[config.mk]
export PLATFORM = sky130hd
export DESIGN_NAME = fc_forward_engine_flat
export DESIGN_NICKNAME = d
export VERILOG_FILES = /design/src/rtl/fc_pkg.sv /design/src/rtl/fc_forward_engine_if.sv /design/src/rtl/fc_mac.sv /design/src/rtl/fc_forward_engine.sv /design/src/flat_wrapper.sv
export SDC_FILE = /design/constraint.sdc
export NUM_CORES = 2
export LEC_CHECK = 0
export CORE_UTILIZATION = 40
export DETAILED_ROUTE_END_ITERATION = 6
export PLACE_DENSITY = 0.53
export SYNTH_ARGS = -nofsm -noshare
export SYNTH_HDL_FRONTEND = slang
export SYNTH_HIERARCHICAL = 1
export SYNTH_SLANG_ARGS = --single-unit
[constraint.sdc]
create_clock -name clk -period 31.9 [get_ports clk]
set_clock_uncertainty 0.15 [all_clocks]
set_input_delay 3.19 -clock clk [delete_from_list [all_inputs] [get_ports clk]]
set_output_delay 3.19 -clock clk [all_outputs]
set_load 0.005 [all_outputs]
[src/rtl/fc_pkg.sv]
// Shared constants, state encoding and saturation helper for the FC forward engine.
// Build option: FC_RELU_EN enables ReLU on the hidden-layer finalize.
package fc_pkg;
  localparam int FRT_CELL  = 32;
  localparam int MID_CELL  = 20;
  localparam int BCK_CELL  = 10;
  localparam int FRAC_BITS = 10;
  localparam int IDX_W     = 5;

  localparam logic signed [15:0] FX_ONE = 16'sh0400;
  localparam logic signed [15:0] FX_MAX = 16'sh7FFF;
  localparam logic signed [15:0] FX_MIN = 16'sh8000;

  typedef logic [IDX_W-1:0] idx_t;

  typedef enum logic [2:0] {
    IDLE, LD_IN, MAC1, WR1, MAC2, WR2, WR_LBL, BWD
  } fc_state_t;

  // Rescale a Q-format accumulator back to 16 bits, clamping instead of wrapping.
  function automatic logic signed [15:0] sat16(input logic signed [31:0] a);
    logic signed [31:0] s;
    s = a >>> FRAC_BITS;
    if (s > 32'sd32767) return FX_MAX;
    if (s < -32'sd32768) return FX_MIN;
    return s[15:0];
  endfunction
endpackage

[src/rtl/fc_forward_engine_if.sv]
// FC memory port: engine drives we/addr/data, memory returns read data one cycle after addr.
interface fc_mem_if;
  logic        mem_we;
  logic [15:0] mem_addr;
  logic [15:0] mem_data;
  logic [15:0] mem_rdata;

  modport master (output mem_we, output mem_addr, output mem_data, input mem_rdata);
  modport slave  (input mem_we, input mem_addr, input mem_data, output mem_rdata);
endinterface

[src/rtl/fc_mac.sv]
// Shared multiply-accumulate: 16x16 signed products into a 32-bit accumulator,
// with a combinational finalize (shift, saturate, optional ReLU) on the row's last element.
module fc_mac
  import fc_pkg::*;
(
  input  logic               clk,
  input  logic               reset,
  input  logic               en,
  input  logic               clear,
  input  logic               relu,
  input  logic signed [15:0] x,
  input  logic signed [15:0] w,
  output logic signed [15:0] result
);
  logic signed [31:0] acc;
  logic signed [31:0] prod;
  logic signed [31:0] sum;

  // Low 32 bits of the extended product equal the signed product.
  assign prod = {{16{x[15]}}, x} * {{16{w[15]}}, w};
  assign sum  = (clear ? 32'sd0 : acc) + prod;

  always_comb begin
    result = sat16(sum);
    if (relu && result[15]) result = '0;
  end

  always_ff @(posedge clk) begin
    if (reset) acc <= '0;
    else if (en) acc <= sum;
  end
endmodule

[src/rtl/fc_forward_engine.sv]
// Two-layer FC forward sequencer: loads inputs, runs both MAC layers, writes results
// and the one-hot target, then hands off to back-prop. Build option: FC_RELU_EN.
module fc_forward_engine
  import fc_pkg::*;
(
  input  logic       clk,
  input  logic       reset,
  input  logic       start,
  input  logic [3:0] label,
  fc_mem_if.master   mem,
  output logic       fc1_com_end,
  output logic       fc2_com_end,
  output logic       bck_prop_start,
  input  logic       fc_bck_prop_end,
  output logic [3:0] pred_class,
  output logic       busy,
  output logic       done,
  output fc_state_t  dbg_state
);
  fc_state_t          state;
  logic [15:0]        cnt;
  idx_t               col, row;
  logic [3:0]         label_q;
  logic signed [15:0] in_buf  [FRT_CELL];
  logic signed [15:0] mid_buf [MID_CELL];
  logic signed [15:0] out_buf [BCK_CELL];

  logic               mac_en, mac_clr, mac_last, mac_relu;
  logic signed [15:0] mac_x, mac_res, best;
  logic [3:0]         amax;

  assign busy      = (state != IDLE);
  assign dbg_state = state;

  // Read data lags the address by one cycle, so col/row track the element being consumed.
  assign mac_en   = ((state == MAC1) || (state == MAC2)) && (cnt != 16'd0);
  assign mac_x    = (state == MAC1) ? in_buf[col] : mid_buf[col];
  assign mac_clr  = (col == '0);
  assign mac_last = (state == MAC1) ? (col == idx_t'(FRT_CELL - 1)) : (col == idx_t'(MID_CELL - 1));
`ifdef FC_RELU_EN
  assign mac_relu = (state == MAC1);
`else
  assign mac_relu = 1'b0;
`endif

  fc_mac u_mac (
    .clk    (clk),
    .reset  (reset),
    .en     (mac_en),
    .clear  (mac_clr),
    .relu   (mac_relu),
    .x      (mac_x),
    .w      (mem.mem_rdata),
    .result (mac_res)
  );

  always_comb begin
    amax = '0;
    best = out_buf[0];
    for (int b = 1; b < BCK_CELL; b++) begin
      if (out_buf[b] > best) begin
        best = out_buf[b];
        amax = 4'(b);
      end
    end
  end

  always_ff @(posedge clk) begin
    if (reset) begin
      state          <= IDLE;
      cnt            <= '0;
      col            <= '0;
      row            <= '0;
      label_q        <= '0;
      mem.mem_we     <= 1'b0;
      mem.mem_addr   <= '0;
      mem.mem_data   <= '0;
      fc1_com_end    <= 1'b0;
      fc2_com_end    <= 1'b0;
      bck_prop_start <= 1'b0;
      pred_class     <= '0;
      done           <= 1'b0;
      for (int i = 0; i < FRT_CELL; i++) in_buf[i]  <= '0;
      for (int i = 0; i < MID_CELL; i++) mid_buf[i] <= '0;
      for (int i = 0; i < BCK_CELL; i++) out_buf[i] <= '0;
    end else begin
      done <= 1'b0;
      cnt  <= cnt + 16'd1;
      if (mac_en) begin
        if (mac_last) begin
          if (state == MAC1) mid_buf[row] <= mac_res;
          else out_buf[row[3:0]] <= mac_res;
          col <= '0;
          row <= row + 1'b1;
        end else begin
          col <= col + 1'b1;
        end
      end
      case (state)
        IDLE: if (start) begin
          state        <= LD_IN;
          label_q      <= label;
          cnt          <= '0;
          col          <= '0;
          mem.mem_addr <= '0;
        end
        LD_IN: begin
          mem.mem_addr <= mem.mem_addr + 16'd1;
          if (cnt != 16'd0) begin
            in_buf[col] <= mem.mem_rdata;
            col         <= col + 1'b1;
          end
          if (cnt == 16'(FRT_CELL)) begin
            state        <= MAC1;
            cnt          <= '0;
            col          <= '0;
            row          <= '0;
            mem.mem_addr <= 16'(FRT_CELL);
          end
        end
        MAC1, MAC2: begin
          mem.mem_addr <= mem.mem_addr + 16'd1;
          if ((state == MAC1 && cnt == 16'(MID_CELL * FRT_CELL)) ||
              (state == MAC2 && cnt == 16'(BCK_CELL * MID_CELL))) begin
            state        <= (state == MAC1) ? WR1 : WR2;
            col          <= idx_t'(1);
            mem.mem_we   <= 1'b1;
            mem.mem_addr <= '0;
            mem.mem_data <= (state == MAC1) ? mid_buf[0] : out_buf[0];
            if (state == MAC1) fc1_com_end <= 1'b1;
            else fc2_com_end <= 1'b1;
          end
        end
        WR1: begin
          if (col == idx_t'(MID_CELL)) begin
            state        <= MAC2;
            cnt          <= '0;
            col          <= '0;
            row          <= '0;
            mem.mem_we   <= 1'b0;
            mem.mem_addr <= 16'(MID_CELL);
          end else begin
            mem.mem_addr <= 16'(col);
            mem.mem_data <= mid_buf[col];
            col          <= col + 1'b1;
          end
        end
        WR2: begin
          if (col == idx_t'(BCK_CELL)) begin
            state        <= WR_LBL;
            pred_class   <= amax;
            col          <= idx_t'(1);
            mem.mem_addr <= 16'(BCK_CELL);
            mem.mem_data <= (label_q == 4'd0) ? FX_ONE : '0;
          end else begin
            mem.mem_addr <= 16'(col);
            mem.mem_data <= out_buf[col[3:0]];
            col          <= col + 1'b1;
          end
        end
        WR_LBL: begin
          if (col == idx_t'(BCK_CELL)) begin
            state          <= BWD;
            mem.mem_we     <= 1'b0;
            bck_prop_start <= 1'b1;
          end else begin
            mem.mem_addr <= 16'(BCK_CELL) + 16'(col);
            mem.mem_data <= ({1'b0, label_q} == col) ? FX_ONE : '0;
            col          <= col + 1'b1;
          end
        end
        BWD: if (fc_bck_prop_end) begin
          state          <= IDLE;
          bck_prop_start <= 1'b0;
          fc1_com_end    <= 1'b0;
          fc2_com_end    <= 1'b0;
          done           <= 1'b1;
        end
        default: state <= IDLE;
      endcase
    end
  end
endmodule

[src/flat_wrapper.sv]
// flat-port wrapper written by rule: the top's interface ports become plain ports
module fc_forward_engine_flat import fc_pkg::*;
  (clk, reset, start, label, fc1_com_end, fc2_com_end, bck_prop_start, fc_bck_prop_end, pred_class, busy, done, dbg_state, mem_mem_we, mem_mem_addr, mem_mem_data, mem_mem_rdata);
  fc_mem_if mem_i ();
  input  logic clk;
  input  logic reset;
  input  logic start;
  input  logic [3:0] label;
  output logic fc1_com_end;
  output logic fc2_com_end;
  output logic bck_prop_start;
  input  logic fc_bck_prop_end;
  output logic [3:0] pred_class;
  output logic busy;
  output logic done;
  output fc_state_t dbg_state;
  output wire logic [$bits(mem_i.mem_we)-1:0] mem_mem_we;
  output wire logic [$bits(mem_i.mem_addr)-1:0] mem_mem_addr;
  output wire logic [$bits(mem_i.mem_data)-1:0] mem_mem_data;
  input wire logic [$bits(mem_i.mem_rdata)-1:0] mem_mem_rdata;
  assign mem_mem_we = mem_i.mem_we;
  assign mem_mem_addr = mem_i.mem_addr;
  assign mem_mem_data = mem_i.mem_data;
  assign mem_i.mem_rdata = mem_mem_rdata;
  fc_forward_engine u_core (.clk(clk), .reset(reset), .start(start), .label(label), .mem(mem_i), .fc1_com_end(fc1_com_end), .fc2_com_end(fc2_com_end), .bck_prop_start(bck_prop_start), .fc_bck_prop_end(fc_bck_prop_end), .pred_class(pred_class), .busy(busy), .done(done), .dbg_state(dbg_state));
endmodule
==> impl_results.md <==
- Outcome: completed
- RD Place Congestion: 0.909
- Critical path startpoint category: register
- Final Hold Viols: 0
- Number of global-route vias before repair: 49.1k
- CTS Buf Count: 156
- Core area: 195000 um2
- Io pins: 69
- Setup TNS: 0 ns
- Site Rows: 162
- DP HPWL: 159000 um
- Number of DRC markers in iteration 0: 4403
- Post-synthesis register bit count: 1386
- Netlist Area Pre-Place: 78700 um2
- Area growth, synth to finish: 11.2%
- Die Footprint: 199000 um2
- Async SR Flop Fraction: 0%
- WL met2: 108000 um
- Sink Count: 1386
- CTS tree: yes
- Metal-1 WL: 105000 um
- Die extent in y: 446 um
- Final setup viols: 0
- Mapped Avg Cell Area: 13.0 um2
- Period utilization: 80.9%
- Routed WL: 235000 um
- Worst setup EP type: register
- Nets: 6623
- CP max FO: 29
- Most used DFF post-synth: edfxtp_1
- Slowest-stage cell, CP: or4_1
- Multi-input combinational cell area: 35000 um2
- Cts-stage hold buffer count: 0
- WP data required: 32.50 ns
- FF/Latch Area: 40600 um2
- Critical path's largest stage delay: 0.65 ns
- Largest net degree at the start of global routing: 102
- PortBufs: 68
- Max layer used: met5
- WL/cell: 26.6 um
- Worst-path clk slew: 0.08 ns
- Syn Inst Count: 6054
- Global-route wire length before repair: 345000 um
- Detailed-route via count: 49.0k
- EDFF count, synth: 1280
- DR vias/cell: 5.55
- Die span in x: 446 um
- H-tree Lvls: 4
- Clk_lat worst skew: 0.85 ns
- Fmax: 38.8 MHz
- Max-slew headroom: 14.7%
- Detail Route Antenna Nets: 0
- RSZ-0062 raised after global routing: false
- Post_cts resized: 0
- DR DRC count: 0
- Max Cap Viol: 0
- Worst Max-Slew Pin Slew: 1.28 ns
- Max Root-Sink Buffers: 3
- Final-report max-slew violation count: 0
- Met3 WL: 14300 um
- Critical path class: reg2reg
- Gr ovfl total: 0
- Crit path DAT: 26.40 ns
- Fill cell count: 17.4k
- Share of cells above drive strength 1: 15.9%
- Yosys warns: 6
- Sequential area share after synthesis: 51.5%
- Initial Util: 40.3%
- Period minus WS final: 25.80 ns
- Synth cell types: 102
- Worst Hold Class: reg2reg
- All-Layer GR Usage: 23.8%
- Root Buffer: clkbuf_16
- Postcts setup bufs: 0
- Most used cell, CP: a21oi_1
- DR pass1 iterations: 5
- Initial antenna violation count: 11
stage by stage:
step	worst slack, ns	util, %	instance area [um2]	std cells	hold slack, ns
6_report	6.10	44.8	87500	8822	0.311
3_3_place_gp	6.80	42.3	82500	8531	0.300
3_5_place_dp	6.47	42.3	82500	8531	0.309
2_1_floorplan	9.72	-	78700	6055	0.288
5_1_grt	3.75	44.8	87500	8817	0.341
4_1_cts	6.44	44.8	87500	8816	0.318
critical path, delay by kind of cell (launching register included):
| family | cells | cell delay (ns) |
|---|---|---|
| adder cells (fa/ha/maj) | 9 | 2.81 |
| flip-flops | 1 | 0.36 |
| AO/OA/AOI/OAI | 60 | 11.36 |
| AND/OR/NAND/NOR | 47 | 8.22 |
| multiplexers | 4 | 1.34 |
| buffers and inverters | 9 | 1.41 |
final timing paths:
check | cells past startpoint | startpoint | end | slack [ns]
setup / recovery | 129 | u_core/out_buf[0][15] | u_core/pred_class[1] | 6.10
hold / removal | 2 | u_core/u_mac/acc[24] | u_core/u_mac/acc[24] | 0.31
setup reg to reg | 129 | u_core/out_buf[0][15] | u_core/pred_class[1] | 6.10
hold reg to reg | 2 | u_core/u_mac/acc[24] | u_core/u_mac/acc[24] | 0.31
final cells by class:
class | instances | area share [%]
Antenna cell | 6 | 0.0172
Clock buffer | 200 | 4.78
Tap cell | 2624 | 3.75
Inverter | 498 | 2.14
Timing Repair Buffer | 220 | 2.06
Multi-Input combinational cell | 3803 | 40.0
Clock inverter | 85 | 0.902
Sequential cell | 1386 | 46.4
synth_stat cells (50+ instances only):
cell type / n / share of area [%]
edfxtp_1: 1280 / 49
and2_1: 984 / 7.8
inv_1: 497 / 2.4
nor2_1: 469 / 2.2
mux4_2: 401 / 11
clkbuf_1: 301 / 1.4
nand2_1: 293 / 1.4
fa_1: 292 / 7.4
ha_1: 242 / 3.8
a21oi_1: 172 / 1.1
dfxtp_1: 106 / 2.7
o21ai_0: 92 / 0.59
mux2i_1: 79 / 1.0
or2_2: 63 / 0.50
nor2b_1: 56 / 0.45
buf_1: 53 / 0.25
nand2b_1: 50 / 0.40
logic make-up (layout without fill, tap and decap cells):
| group | after synthesis | in the layout | synth area share, % |
|---|---|---|---|
| compound gates | 529 | 529 | 4.46 |
| other cells | 1 | 8 | 0.00477 |
| simple gates | 2143 | 2143 | 14.6 |
| flops | 1386 | 1386 | 51.5 |
| mux | 520 | 520 | 13.1 |
| fa+ha+maj | 534 | 534 | 11.3 |
| buf+inv | 866 | 1003 | 4.20 |
| xor+xnor | 75 | 75 | 0.835 |
per-layer routing:
layer	track usage (%)	up-vias
met3	3.50	332
met2	37.1	1537
met4	7.88	2
met1	34.2	25569
li1	-	21511
met5	0	-
flip-flops by register name (all words and copies together), names as in the netlist, 3 cells and up:
register,count
u_core/mid_buf,512
u_core/mem.mem_data,16
u_core/dbg_state,3
u_core/pred_class,4
u_core/in_buf,512
u_core/col,5
u_core/row,5
u_core/mem.mem_addr,16
u_core/label_q,4
u_core/cnt,16
u_core/u_mac/acc,32
u_core/out_buf,256
cells in the final DEF (no fill, tap or decap), drive strengths merged, types with 175 or more instances in the layout:
cell and n:
clkbuf 200, a21oi 175, inv 509, and2 985, ha 242, nand2 294
edfxtp 1280, mux4 401, fa 292, nor2 469
Power is left out: the tool's default activity adds up to more than one toggle a clock period on the data nets, which glitch-free logic cannot reach.
